**config.mk**
```make
export PLATFORM = sky130hd
export DESIGN_NAME = dht11_reader
export DESIGN_NICKNAME = d
export VERILOG_FILES = /design/src/rtl/dht11_reader.sv
export SDC_FILE = /design/constraint.sdc
export NUM_CORES = 1
export LEC_CHECK = 0
export ABC_CLOCK_PERIOD_IN_PS = 4000
export BUFFER_PORTS_ARGS = -buffer_cell sky130_fd_sc_hd__buf_2
export CAP_MARGIN = 30
export CORE_ASPECT_RATIO = 1.4
export CORE_MARGIN = 3
export CORE_UTILIZATION = 55
export DETAILED_ROUTE_END_ITERATION = 6
export HOLD_SLACK_MARGIN = 0.12
export PLACE_DENSITY_LB_ADDON = 0.3
export SETUP_SLACK_MARGIN = 0.02
export SYNTH_ARGS = -nofsm -noshare
export SYNTH_HDL_FRONTEND = slang
export SYNTH_SLANG_ARGS = --single-unit
```
**constraint.sdc**
```tcl
create_clock -name clk -period 4 [get_ports clk]
set_clock_uncertainty 0.05 [all_clocks]
set_input_delay 0.2 -clock clk [delete_from_list [all_inputs] [get_ports clk]]
set_output_delay 0.2 -clock clk [all_outputs]
set_load 0.02 [all_outputs]
```
**src/rtl/dht11_reader.sv**
```systemverilog
// DHT11 single-wire reader: issues the host start pulse, decodes and checksums the 40-bit
// frame, and publishes the integer humidity/temperature bytes as BCD digits for the display.
module dht11_reader #(
    parameter int unsigned CLK_HZ        = 50000000,
    parameter int unsigned START_LOW_US  = 18000,
    parameter int unsigned TIMEOUT_US    = 200,
    parameter int unsigned BIT_THRESH_US = 50
) (
    input  logic       clk,
    input  logic       rst,
    input  logic       start,
    input  logic       dht_in,
    output logic       dht_oe,
    output logic       busy,
    output logic       valid,
    output logic       err,
    output logic [1:0] err_code,
    output logic [7:0] hum_int,
    output logic [7:0] temp_int,
    output logic [3:0] hum_hundreds,
    output logic [3:0] hum_tens,
    output logic [3:0] hum_units,
    output logic [3:0] temp_hundreds,
    output logic [3:0] temp_tens,
    output logic [3:0] temp_units
);
    localparam int unsigned DIV = CLK_HZ / 1000000;
    localparam int unsigned PW  = (DIV > 1) ? $clog2(DIV) : 1;
    localparam logic [PW-1:0] PRESC_MAX   = PW'(DIV - 1);
    localparam logic [15:0]   START_CNT   = 16'(START_LOW_US);
    localparam logic [15:0]   TIMEOUT_CNT = 16'(TIMEOUT_US);
    localparam logic [15:0]   THRESH_CNT  = 16'(BIT_THRESH_US);

    typedef enum logic [3:0] {
        StIdle, StStartLow, StRelease, StRespLow, StRespHigh,
        StBitLow, StBitHigh, StCheck, StBcd, StDone
    } state_e;

    state_e        state_q, state_d;
    logic          sync1_q, sync2_q, prev_q;
    logic [PW-1:0] presc_q, presc_d;
    logic [15:0]   us_cnt_q, us_cnt_d;
    logic [5:0]    bit_cnt_q, bit_cnt_d;
    logic [39:0]   frame_q, frame_d;
    logic [2:0]    bcd_cnt_q, bcd_cnt_d;
    logic [19:0]   dd_hum_q, dd_hum_d, dd_temp_q, dd_temp_d;
    logic          dht_oe_q, dht_oe_d, busy_q, busy_d, valid_q, valid_d, err_q, err_d;
    logic [1:0]    err_code_q, err_code_d;
    logic [7:0]    hum_int_q, hum_int_d, temp_int_q, temp_int_d;
    logic [11:0]   hum_bcd_q, hum_bcd_d, temp_bcd_q, temp_bcd_d;

    logic        rise, fall, tick;
    logic [7:0]  sum;
    logic [19:0] dd_hum_step, dd_temp_step;

    // One double-dabble iteration: +3 on any BCD nibble >= 5, then shift left.
    function automatic logic [19:0] dabble(input logic [19:0] x);
        logic [19:0] y;
        y = x;
        for (int i = 0; i < 3; i++) begin
            if (y[8+4*i +: 4] >= 4'd5) begin
                y[8+4*i +: 4] = y[8+4*i +: 4] + 4'd3;
            end
        end
        return {y[18:0], 1'b0};
    endfunction

    assign rise         = sync2_q & ~prev_q;
    assign fall         = ~sync2_q & prev_q;
    assign tick         = (presc_q == PRESC_MAX);
    assign sum          = frame_q[39:32] + frame_q[31:24] + frame_q[23:16] + frame_q[15:8];
    assign dd_hum_step  = dabble(dd_hum_q);
    assign dd_temp_step = dabble(dd_temp_q);

    always_comb begin
        state_d    = state_q;
        presc_d    = tick ? '0 : presc_q + 1'b1;
        bit_cnt_d  = bit_cnt_q;
        frame_d    = frame_q;
        bcd_cnt_d  = bcd_cnt_q;
        dd_hum_d   = dd_hum_q;
        dd_temp_d  = dd_temp_q;
        err_d      = 1'b0;
        err_code_d = err_code_q;
        hum_int_d  = hum_int_q;
        temp_int_d = temp_int_q;
        hum_bcd_d  = hum_bcd_q;
        temp_bcd_d = temp_bcd_q;
        us_cnt_d   = us_cnt_q;

        unique case (state_q)
            StIdle: begin
                if (start) state_d = StStartLow;
            end
            StStartLow: begin
                if (us_cnt_q >= START_CNT) state_d = StRelease;
            end
            StRelease, StRespLow, StRespHigh: begin
                if (state_q == StRelease && fall) begin
                    state_d = StRespLow;
                end else if (state_q == StRespLow && rise) begin
                    state_d = StRespHigh;
                end else if (state_q == StRespHigh && fall) begin
                    state_d   = StBitLow;
                    bit_cnt_d = '0;
                end else if (us_cnt_q > TIMEOUT_CNT) begin
                    state_d    = StIdle;
                    err_d      = 1'b1;
                    err_code_d = 2'd1;
                end
            end
            StBitLow, StBitHigh: begin
                if (state_q == StBitLow && rise) begin
                    state_d = StBitHigh;
                end else if (state_q == StBitHigh && fall) begin
                    frame_d   = {frame_q[38:0], us_cnt_q > THRESH_CNT};
                    bit_cnt_d = bit_cnt_q + 6'd1;
                    state_d   = (bit_cnt_q == 6'd39) ? StCheck : StBitLow;
                end else if (us_cnt_q > TIMEOUT_CNT) begin
                    state_d    = StIdle;
                    err_d      = 1'b1;
                    err_code_d = 2'd2;
                end
            end
            StCheck: begin
                if (sum == frame_q[7:0]) begin
                    state_d   = StBcd;
                    bcd_cnt_d = '0;
                    dd_hum_d  = {12'd0, frame_q[39:32]};
                    dd_temp_d = {12'd0, frame_q[23:16]};
                end else begin
                    state_d    = StIdle;
                    err_d      = 1'b1;
                    err_code_d = 2'd3;
                end
            end
            StBcd: begin
                dd_hum_d  = dd_hum_step;
                dd_temp_d = dd_temp_step;
                bcd_cnt_d = bcd_cnt_q + 3'd1;
                // Publish on the DONE entry edge so digits and valid appear together.
                if (bcd_cnt_q == 3'd7) begin
                    state_d    = StDone;
                    hum_int_d  = frame_q[39:32];
                    temp_int_d = frame_q[23:16];
                    hum_bcd_d  = dd_hum_step[19:8];
                    temp_bcd_d = dd_temp_step[19:8];
                end
            end
            StDone: begin
                state_d = StIdle;
            end
            default: begin
                state_d = StIdle;
            end
        endcase

        if (state_d != state_q) begin
            us_cnt_d = '0;
        end else if (tick && us_cnt_q != 16'hFFFF) begin
            us_cnt_d = us_cnt_q + 16'd1;
        end

        dht_oe_d = (state_d == StStartLow);
        busy_d   = (state_d != StIdle);
        valid_d  = (state_d == StDone);
    end

    always_ff @(posedge clk) begin
        if (rst) begin
            state_q    <= StIdle;
            sync1_q    <= 1'b1;
            sync2_q    <= 1'b1;
            prev_q     <= 1'b1;
            presc_q    <= '0;
            us_cnt_q   <= '0;
            bit_cnt_q  <= '0;
            frame_q    <= '0;
            bcd_cnt_q  <= '0;
            dd_hum_q   <= '0;
            dd_temp_q  <= '0;
            dht_oe_q   <= 1'b0;
            busy_q     <= 1'b0;
            valid_q    <= 1'b0;
            err_q      <= 1'b0;
            err_code_q <= '0;
            hum_int_q  <= '0;
            temp_int_q <= '0;
            hum_bcd_q  <= '0;
            temp_bcd_q <= '0;
        end else begin
            state_q    <= state_d;
            sync1_q    <= dht_in;
            sync2_q    <= sync1_q;
            prev_q     <= sync2_q;
            presc_q    <= presc_d;
            us_cnt_q   <= us_cnt_d;
            bit_cnt_q  <= bit_cnt_d;
            frame_q    <= frame_d;
            bcd_cnt_q  <= bcd_cnt_d;
            dd_hum_q   <= dd_hum_d;
            dd_temp_q  <= dd_temp_d;
            dht_oe_q   <= dht_oe_d;
            busy_q     <= busy_d;
            valid_q    <= valid_d;
            err_q      <= err_d;
            err_code_q <= err_code_d;
            hum_int_q  <= hum_int_d;
            temp_int_q <= temp_int_d;
            hum_bcd_q  <= hum_bcd_d;
            temp_bcd_q <= temp_bcd_d;
        end
    end

    assign dht_oe        = dht_oe_q;
    assign busy          = busy_q;
    assign valid         = valid_q;
    assign err           = err_q;
    assign err_code      = err_code_q;
    assign hum_int       = hum_int_q;
    assign temp_int      = temp_int_q;
    assign hum_hundreds  = hum_bcd_q[11:8];
    assign hum_tens      = hum_bcd_q[7:4];
    assign hum_units     = hum_bcd_q[3:0];
    assign temp_hundreds = temp_bcd_q[11:8];
    assign temp_tens     = temp_bcd_q[7:4];
    assign temp_units    = temp_bcd_q[3:0];

endmodule

```
After elaboration in Yosys (flattened, before gate mapping)
Index checks and enable logic that the tools add are counted.
W data, S select, Z words.
{"block": "totals", "output_inout_bits": 46, "input_bits": 4, "register_bits": 164, "word_cells": 141}
{"block": "op_classes", "n_reduce_logical": 20, "eq_ne": 27, "bitwise": 5, "mux": 47, "addsub": 13, "magnitude_cmp": 9}
{"op": "$pmux W20 S2", "count": 2}
{"op": "$mux W4", "count": 14}
{"op": "$mux W20", "count": 2}
{"op": "$mux W6", "count": 5}
{"op": "$add A8 B8 Y8", "count": 3}
{"op": "$ge A4 B3 Y1 const B", "count": 6}
{"op": "$pmux W4 S6", "count": 1}
{"op": "$ne A2 B2 Y1 const B", "count": 11}
{"op": "$mux W2", "count": 9}
{"op": "$add A16 B1 Y16 const B", "count": 1}
{"op": "$add A4 B2 Y4 const B", "count": 4}
{"op": "$eq A4 B3 Y1 const B", "count": 4}
{"op": "$ge A16 B15 Y1 const B", "count": 1}
{"op": "$gt A16 B6 Y1 const B", "count": 1}
{"op": "$gt A16 B8 Y1 const B", "count": 1}
{"op": "$ne A16 B16 Y1 const B", "count": 1}
{"op": "$add A6 B1 Y6 const B", "count": 2}
{"op": "$eq A6 B6 Y1 const B", "count": 2}
{"op": "$pmux W6 S2", "count": 1}
{"op": "$mux W3", "count": 3}
{"op": "$reduce_and A9 Y1", "count": 1}
{"op": "$eq A4 B1 Y1 const B", "count": 2}
{"op": "$eq A4 B2 Y1 const B", "count": 2}
{"op": "$eq A4 B4 Y1 const B", "count": 2}
{"op": "21 further kinds", "count": 40}

Logic depth before layout (Yosys ltp)
Gate-level depths: netlist (run 1).
{"block": "logic_depth", "ltp_word": 9, "depth_mapped": 14, "ltp_nobuf": 12}

Least setup slack after synthesis (run 1)
OpenSTA, ideal clock, no wires.
{"block": "synth_path", "kind": "flip-flop to flip-flop", "from": "register frame_q[9]", "to": "register dd_temp_q[1]", "t_required_ps": 3891, "period_less_slack_ps": 3670, "slack_ps": 330, "t_arrival_ps": 3561, "n_path_buf": 1, "stages_incl_launch_ff": 14, "path_cell_list": "dfxtp_1 > fa_1 > inv_1 > fa_1 > inv_1 > ha_1 > fa_1 > a21o_1 > a21oi_1 > xnor2_1 > or3_1 > clkbuf_1 > o31ai_2 > o221a_2"}
{"block": "synth_via", "elab_chain_cells": 4}
{"item": "start: declaration", "line": "44", "source": "logic [39:0] frame_q, frame_d;"}
{"item": "start signal: assignment", "line": "199", "source": "frame_q <= frame_d;"}
{"item": "$add A8 B8 Y8", "line": "71", "source": "assign sum = frame_q[39:32] + frame_q[31:24] + frame_q[23:16] + frame_q[15:8];"}
{"item": "$eq A8 B8 Y1", "line": "126", "source": "if (sum == frame_q[7:0]) begin"}
{"item": "$ne A2 B2 Y1 (no line)"}
{"item": "$reduce_and A2 Y1 (no line)"}
{"item": "end signal: assignment", "line": "202", "source": "dd_temp_q <= dd_temp_d;"}
{"item": "end: declaration", "line": "46", "source": "logic [19:0] dd_hum_q, dd_hum_d, dd_temp_q, dd_temp_d;"}
Every way passes these cells.
A chain may end at the register's enable or synchronous reset.

Final worst setup path (run 1)
{"block": "layout_path", "from": "register frame_q[17]", "to": "register dd_temp_q[13]"}
{"block": "layout_via", "elab_chain_cells": 5}
{"item": "$add A8 B8 Y8 (2 in series)", "line": "71"}
{"item": "$eq A8 B8 Y1", "line": "126"}
{"item": "$ne A2 B2 Y1 (no line)"}
{"item": "$reduce_and A2 Y1 (no line)"}
Every way passes these cells.

==> impl_metrics.csv, run 1 <==
group,metric,value,unit
status,status,"finished, final reports clean",
critical_path,path_class,"register to register",
logic_synthesis,synth-edff-count,0,
die,die_area,0.0160,mm^2
routing,num_vias,6755,
layout,nets,1051,
die,core_area,0.0141,mm^2
logic_synthesis,synthesis.area,0.00800,mm^2
logic_synthesis,synth-async-reset-ratio,0,
critical_path,end_kind,"register",
logic_synthesis,synth-seq-cells,164,
routing,drt_wl_total,17.6,mm
layout,regArea,0.00328,mm^2
power,switching_share,0.223,
routing,ant_nets,0,
logic_synthesis,synth_top_cell_area_share,0.410,
routing,drt_iter0_markers,408,
sta,tightestPinTransition,833,ps
routing,drt-pass1-iter-count,5,
sta,drv_slew,0,
critical_path,crit_required,4230,ps
grt,grt_start_max_net_pins,75,
power,powerDensity,364,mW/mm^2
logic_synthesis,yosysUniqueCellTypes,60,
logic_synthesis,synth_area_leaders,"dfxtp_1 41%, nand2_1 10%, a21oi_1 7.4%, ha_1 4.1%, xnor2_1 3.6%",
cts,cts_inserted_buffers,17,
sta,finalSetupViolCount,0,
logic_synthesis,yosys_warnings,0,
grt,track_usage,0.228,
logic_synthesis,synth-main-ff-cell,"dfxtp_1",
placement,dp_hpwl,11.7,mm
routing,wl_per_cell,14.6,um
cts,clk_pin_slew_worst_paths,60,ps
power,peakVddDrop,0.000278,V
die,io_pins,50,
critical_path,cp_top_family,"adder cells",
critical_path,critPathSlowestCell,"fa_1",
cts,cts_root_buffer,"clkbuf_16",
logic_synthesis,netlist_instances,985,
critical_path,worstPathMaxFanout,12,
logic_synthesis,syn_nets,1029,
logic_synthesis,syn_area_per_cell,8.12,um^2
placement,routabilityCongestion,0.811,
power,fin_total_pwr,3270,uW
die,start_util,0.567,
cts,cts_sinks,164,
layout,finalInstanceArea,0.00898,mm^2
die,fp.dieW,108,um
sta,fin_crit_sh,0.941,
cts,clk_path_buf_depth,2,
grt,gr-total-overflow,0,
job,drv_cap,0,
grt,grt_pass1_vias,6222,
power,p_comb_frac,0.019,
grt,antenna_found_initial,0,
critical_path,max_stage_delay,520,ps
routing,route.detailed.drc,0,
die,die_h,149,um
layout,multi_input_comb_area,0.00438,mm^2
sta,fin_ws,234,ps
grt,grt_pass1_wl,29.6,mm
sta,layout_min_cycle_time,3770,ps
sta,max-slew-margin-rel,0.436,
logic_synthesis,yosysMostFrequentCell,"nand2_1",
layout,n_antenna_cell,0,
power,intPower,2540,uW
logic_synthesis,yosysTopAreaCell,"dfxtp_1",
critical_path,startpoint_type,"register",
critical_path,critPathBufInv,3,
logic_synthesis,synth-seq-area-share,0.410,
power,leakage,0.00333,uW
placement,placed_cell_area,0.00840,mm^2
cts,worstSkewPairLatency,430,ps
critical_path,crit_chain,"fa_1 > inv_1 > fa_1 > inv_1 > ha_1 > fa_1 > a21o_1 > a21oi_1 > xnor2_1 > or3_1 > buf_4 > o31ai_2 > a21oi_1",
power,p_sw,730,uW
routing,vias_per_cell,5.61,
logic_synthesis,synth_common_cells,"222 x nand2_1, 164 x dfxtp_1, 119 x a21oi_1",
critical_path,arrival,4000,ps
cts,cts_tree,"built",
sta,rsz0062_at_grt,"no",
cts,htree_num_levels,4,
layout,nFillCells,1259,
power,seq_power_share,0.504,
layout,syn2layout_area_growth,12.3,%
hold_path,min_path_type,"input pin to register",
power,p_clk_frac,0.477,
layout,drive_gt1_frac,0.147,
placement,numPortBuffers,49,
sta,final_hold_viol_count,0,
sta,finalSetupTns,0,ps
critical_path,crit_path_frequent_cell,"fa_1",
placement,place_ws,174,ps
sta,fmax,266,MHz
die,num_rows,51,
stage by stage:
step / hold slack [ps] / utilization / std cells
2_1_floorplan: 254 / - / 985
3_3_place_gp: 340 / 0.596 / 1172
3_5_place_dp: 344 / 0.596 / 1172
4_1_cts: 265 / 0.637 / 1205
5_1_grt: 292 / 0.637 / 1205
6_report: 280 / 0.637 / 1205
power groups by stage:
| stage | clock network (uW) | logic [uW] | registers, uW |
|---|---|---|---|
| finish | 1560 | 60.4 | 1650 |
| global route | 1670 | 66.3 | 1650 |
| CTS | 1590 | 60.5 | 1650 |
| detailed placement | 0 | 59.5 | 1680 |
| global placement | 0 | 60.0 | 1680 |
| floorplan | 0 | 48.3 | 1680 |
placed cells by master (no fill, tap or decap), types with 14 or more instances in the layout:
| cell type | count |
|---|---|
| a21oi_1 | 119 |
| a31o_2 | 24 |
| buf_2 | 48 |
| buf_4 | 14 |
| clkbuf_16 | 17 |
| dfxtp_1 | 164 |
| fa_1 | 14 |
| ha_1 | 26 |
| inv_1 | 35 |
| nand2_1 | 222 |
| nand3_1 | 19 |
| nand4_1 | 14 |
| nor2_1 | 75 |
| o21ai_0 | 21 |
| xnor2_1 | 31 |
| xor2_1 | 19 |
per-layer routing:
| metal | share of wire | vias up | global-route usage | wire length (um) |
|---|---|---|---|---|
| li1 | - | 3405 | - | - |
| met1 | 0.44 | 3146 | 0.299 | 7780 |
| met2 | 0.49 | 179 | 0.372 | 8590 |
| met3 | 0.052 | 25 | 0.0430 | 906 |
| met4 | 0.018 | 0 | 0.0878 | 315 |
| met5 | 0 | - | 0 | 0 |
worst register-to-register path, cell delays in order, from the launching register on:
cell	delay [ps]
dfxtp_1	360
fa_1	520
inv_1	50
fa_1	500
inv_1	40
ha_1	210
fa_1	410
a21o_1	170
a21oi_1	240
xnor2_1	140
or3_1	410
buf_4	210
o31ai_2	220
a21oi_1	100
cell type report:
type / count / area share
well taps: 185 / 0.0258
clock buffers: 18 / 0.0489
clock inverters: 14 / 0.0141
repair buffers: 65 / 0.0440
flip-flops and latches: 164 / 0.365
inverters: 35 / 0.0146
multi-input cells: 724 / 0.487
final timing paths:
path | start | end | slack, ps | cells after the start
max | frame_q[17] | dd_temp_q[13] | 230 | 13
min | rst | frame_q[0] | 280 | 2
max reg2reg | frame_q[17] | dd_temp_q[13] | 230 | 13
min reg2reg | sync1_q | sync2_q | 360 | 1
cell families after synthesis:
kind of cell             after synthesis  synth area share
multiplexers                           7           0.00876
AO/OA/AOI/OAI                        226             0.180
flip-flops                           164             0.410
buffers and inverters                 97            0.0466
AND/OR/NAND/NOR                      399             0.222
XOR/XNOR                              52            0.0569
adder cells (fa/ha/maj)               40            0.0757
state kept, by name, indices dropped and copies added, names as in the netlist, 2 cells and up:
signal and cells:
hum_bcd_q 12, hum_int 8, presc_q 6, dd_temp_q 20, bit_cnt_q 6, frame_q 40
state_q 4, us_cnt_q 16, temp_bcd_q 12, err_code 2, temp_int 8, dd_hum_q 20
bcd_cnt_q 3
repair_timing:
item	in CTS	in global routing
hold buffers	1	0
gates resized for setup	0	2
hold endpoints to repair	1	0
buffers inserted	0	0
setup endpoints to repair	0	5
Note: power is estimated with default switching activity, not from simulation.
==> run 2, diff against run 1 <==
ABC_CLOCK_PERIOD_IN_PS = 3400   (was 4000)
clock period = 3.4 ns   (was 4 ns; I/O delays follow)
==> impl_metrics.csv, run 2 (synthesis gave the netlist of run 1 again) <==
group,metric,value,unit
die,io_pins,50,
sta,finalSetupViolCount,49,
layout,multi_input_comb_area,0.00464,mm^2
grt,gr-total-overflow,0,
critical_path,cp_top_family,"adder cells",
layout,reg_top3,"frame_q x40, dd_hum_q x20, dd_temp_q x20",
critical_path,path_class,"register to register",
critical_path,critical_path_cell_count,13,
critical_path,critPathSlowestCell,"fa_1",
sta,max-slew-margin-rel,0.436,
layout,nets,1077,
status,status,"finished with violations",
grt,track_usage,0.240,
sta,layout_min_cycle_time,3570,ps
critical_path,arrival,3810,ps
die,fp.dieW,108,um
grt,grt_pass1_wl,30.9,mm
critical_path,crit_chain,"fa_1 > inv_1 > fa_1 > inv_1 > ha_2 > fa_2 > xor2_2 > xnor2_1 > nand4_1 > or3_4 > buf_12 > o31ai_2 > a21oi_1",
die,num_rows,51,
sta,hold_slack,272,ps
cts,clk_pin_slew_worst_paths,60,ps
die,start_util,0.567,
power,peakVddDrop,0.000381,V
layout,layout_common_cells,"222 x nand2_1, 162 x dfxtp_1, 115 x a21oi_1, 75 x nor2_1, 48 x buf_2",
routing,drt-pass1-iter-count,5,
power,leakage,0.00356,uW
status,violations,"negative setup slack",
power,powerDensity,432,mW/mm^2
layout,nFillCells,1082,
job,drv_cap,0,
critical_path,worstPathMaxFanout,6,
sta,tightestPinTransition,833,ps
critical_path,startpoint_type,"register",
cts,cts_inserted_buffers,17,
routing,drt_iter0_markers,360,
placement,numPortBuffers,49,
sta,rsz0062_at_grt,"yes",
routing,drt_wl_total,19.1,mm
die,core_area,0.0141,mm^2
critical_path,max_stage_delay,520,ps
die,die_h,149,um
placement,dp_hpwl,12.0,mm
power,fin_total_pwr,4160,uW
sta,fin_ws,-172,ps
routing,vias_per_cell,5.63,
routing,route.detailed.drc,0,
routing,ant_nets,0,
routing,wl_per_cell,15.5,um
layout,drive_gt1_frac,0.198,
critical_path,worstSetupEndpoint,"dd_temp_q[9]",
cts,cts_sinks,164,
critical_path,r2r_slack,-170,ps
die,die_area,0.0160,mm^2
cts,worstSkewPairLatency,430,ps
routing,num_vias,6933,
grt,antenna_found_initial,0,
layout,final_common_cell,"nand2_1",
layout,syn2layout_area_growth,20.5,%
cts,cts_tree,"built",
critical_path,crit_start,"frame_q[25]",
critical_path,critPathBufInv,3,
layout,regArea,0.00329,mm^2
grt,grt_pass1_vias,6507,
placement,place_inst,1191,
critical_path,rr_endpoint,"dd_temp_q[9]",
layout,finalNonFillerCells,1231,
grt,grt_start_max_net_pins,76,
sta,final_hold_viol_count,0,
hold_path,min_path_type,"input pin to register",
sta,fin_crit_sh,1.05,
sta,fmax,280,MHz
cts,cts_root_buffer,"clkbuf_16",
critical_path,end_kind,"register",
sta,finalSetupTns,-3740,ps
critical_path,timing.rr.start,"frame_q[25]",
cts,htree_num_levels,4,
placement,routabilityCongestion,0.834,
layout,largest_register_ffs,40,
sta,drv_slew,0,
layout,regMostFlops,"frame_q",
critical_path,crit_required,3640,ps
cts,clk_path_buf_depth,2,
layout,n_antenna_cell,0,
critical_path,r2r_cells,13,
run 2: changes by cell type in the layout (fill, tap and decap cells not counted), sizes merged:
cell      before  now
bufinv         1    5
inv           40   39
clkinvlp       1    3
buf           64   89
clkbuf        18   19
clkinv         7    2
run 2: final cells by class:
cell class / count / area share
Multi-Input combinational cell: 724 / 0.482
Sequential cell: 164 / 0.341
Timing Repair Buffer: 91 / 0.0714
Clock buffer: 18 / 0.0455
Tap cell: 185 / 0.0240
Clock inverter: 14 / 0.0231
Inverter: 35 / 0.0136
run 2: per-layer routing:
metal | track usage | part of all wire | vias up | wire length [um]
met5 | 0 | 0 | - | 0
met4 | 0.101 | 0.024 | 0 | 456
met3 | 0.0499 | 0.043 | 36 | 822
met2 | 0.392 | 0.50 | 155 | 9640
met1 | 0.307 | 0.43 | 3282 | 8220
li1 | - | - | 3460 | -
run 2: worst min-delay path by stage:
stage            from          to  depth (start not counted)
6_report          rst  presc_q[3]                          2
3_5_place_dp   dht_in     sync1_q                          2
3_3_place_gp   dht_in     sync1_q                          2
5_1_grt           rst  frame_q[0]                          2
4_1_cts           rst  presc_q[3]                          2
2_1_floorplan  dht_in     sync1_q                          1
run 2: report_power, final:
part / total (uW) / switching, uW / internal (uW)
Clock: 2150 / 820 / 1330
Combinational: 72.4 / 50.7 / 21.7
Sequential: 1940 / 9.60 / 1930
Total: 4160 / 880 / 3280
run 2: timing repair:
item,in CTS,in global routing
hold endpoints to repair,1,0
hold buffers,1,0
endpoints found under the setup margin,49,50
pin swaps,11,9
cloned,1,1
resized for setup,25,23
buffers inserted,5,0
run 2: stage by stage:
step | area (um^2) | setup WS (ps) | util
after floorplan | 8060 | -94.0 | -
after global placement | 8600 | -148 | 0.610
after detailed placement | 8600 | -259 | 0.610
after CTS | 9470 | -111 | 0.671
after global routing | 9640 | -267 | 0.684
final | 9640 | -172 | 0.684
==> run 3, diff against run 2 <==
PLACE_DENSITY_LB_ADDON = 0.15   (was 0.3)
==> impl_metrics.csv, run 3 (synthesis gave the netlist of run 1 again) <==
group,metric,value,unit
routing,top_layer,"met4",
die,start_util,0.567,
grt,grt_pass1_wl,30.3,mm
cts,cts_tree,"built",
cts,worstSkewPairLatency,430,ps
power,leakage,0.00352,uW
routing,num_vias,6846,
sta,fin_ws,-111,ps
sta,rsz0062_at_grt,"yes",
placement,routabilityCongestion,0.844,
layout,reg_top3,"frame_q x40, dd_hum_q x20, dd_temp_q x20",
layout,finish.utilization,0.675,
sta,drv_slew,0,
routing,wl_met2,9.07,mm
layout,final_common_cell,"nand2_1",
die,num_rows,51,
hold_path,min_path_type,"input pin to register",
sta,finalSetupViolCount,46,
critical_path,end_kind,"register",
sta,max-slew-margin-rel,0.424,
grt,antenna_found_initial,0,
routing,route.detailed.drc,0,
die,io_pins,50,
grt,grt_pass1_vias,6196,
critical_path,worstPathMaxFanout,15,
die,fp.dieW,108,um
sta,layout_min_cycle_time,3510,ps
routing,drt_wl_total,18.4,mm
routing,drt-pass1-iter-count,4,
power,fin_total_pwr,3980,uW
placement,dp_hpwl,12.1,mm
layout,finalNonFillerCells,1231,
die,die_area,0.0160,mm^2
critical_path,path_class,"register to register",
critical_path,crit_required,3700,ps
critical_path,startpoint_type,"register",
routing,drt-met1-wl,8.46,mm
cts,htree_num_levels,4,
status,violations,"negative setup slack",
status,status,"finished with violations",
layout,largest_register_ffs,40,
sta,fmax,285,MHz
routing,vias_per_cell,5.56,
routing,wl_per_cell,15.0,um
placement,numPortBuffers,49,
sta,fin_crit_sh,1.03,
die,die_h,149,um
sta,hold_slack,192,ps
layout,finalInstanceArea,0.00951,mm^2
layout,regMostFlops,"frame_q",
die,core_area,0.0141,mm^2
sta,final_hold_viol_count,0,
layout,n_antenna_cell,0,
grt,track_usage,0.234,
power,powerDensity,419,mW/mm^2
sta,tightestPinTransition,864,ps
cts,cts_inserted_buffers,17,
cts,clk_pin_slew_worst_paths,60,ps
layout,drive_gt1_frac,0.192,
cts,clk_path_buf_depth,2,
power,peakVddDrop,0.000348,V
grt,grt_start_max_net_pins,86,
routing,drt_iter0_markers,292,
job,drv_cap,0,
routing,routed-wl-met3,508,um
placement,place_inst,1197,
routing,ant_nets,0,
placement,placed_cell_area,0.00867,mm^2
grt,gr-total-overflow,0,
layout,syn2layout_area_growth,18.9,%
critical_path,arrival,3810,ps
cts,cts_root_buffer,"clkbuf_16",
cts,cts_sinks,164,
layout,nets,1078,
layout,layout_common_cells,"222 x nand2_1, 162 x dfxtp_1, 118 x a21oi_1, 75 x nor2_1, 48 x buf_2",
## run 3: changes by cell type in the layout (fill, tap and decap cells not counted), moves of 2 or more
cell / delta
buf_4: +3
o221a_4: +3
a221oi_1: +2
buf_12: +2
a21oi_2: -3
o221a_2: -3
a221oi_2: -2
a21oi_1: +3
o31ai_4: -6
bufinv_16: -2
inv_8: -2
o31ai_2: +6
## run 3: cell type report
| cell class | count | area (um^2) |
|---|---|---|
| fill | 1216 | 4590 |
| multi-input combinational | 724 | 4590 |
| sequential | 164 | 3290 |
| timing repair buffer | 92 | 672 |
| clock buffer | 19 | 453 |
| tap | 185 | 231 |
| clock inverter | 12 | 154 |
| inverter | 35 | 131 |
## run 3: worst paths after layout
check / startpoint / end / slack [ps] / depth (start not counted)
worst min register to register: sync1_q / sync2_q / 380 / 1
worst min-delay path: rst / state_q[3] / 190 / 2
worst max-delay path: frame_q[25] / dd_hum_q[3] / -110 / 15
worst max register to register: frame_q[25] / dd_hum_q[3] / -110 / 15
## run 3: what timing repair did
action                                 4_1_cts  5_1_grt
endpoints found under the hold margin        1        0
setup endpoints to repair                   49       50
gates cloned                                 0        0
resized for setup                           15       21
pin swaps                                   12        4
buffers inserted                             2        0
hold buffers                                 1        0
## run 3: per-stage QoR
step                setup slack (ps)  setup TNS, ps
detailed placement              -161          -3910
floorplan                      -94.0          -1350
CTS                            -88.4          -1650
global route                    -277         -10420
finish                          -111          -2400
global placement               -98.4          -2080
## run 3: layer usage
metal	GRT usage	vias up
met3	0.0386	28
li1	-	3456
met1	0.306	3252
met4	0.0903	0
met2	0.388	110
met5	0	-
## run 3: power by group
part	total [uW]	internal, uW	switching, uW
logic	72.1	21.8	50.3
clock network	1970	1190	783
registers	1940	1930	10.1
## run 3: worst max-delay path: stages (launching register included)
cell and delay, ps:
dfxtp_2 330, fa_1 530, inv_1 50, fa_1 480, inv_2 40, ha_4 150
fa_2 360, a21o_1 200, a21oi_4 190, xnor2_1 150, buf_4 150, nor3_4 40
buf_12 130, buf_12 140, a31o_2 240, a31oi_1 180
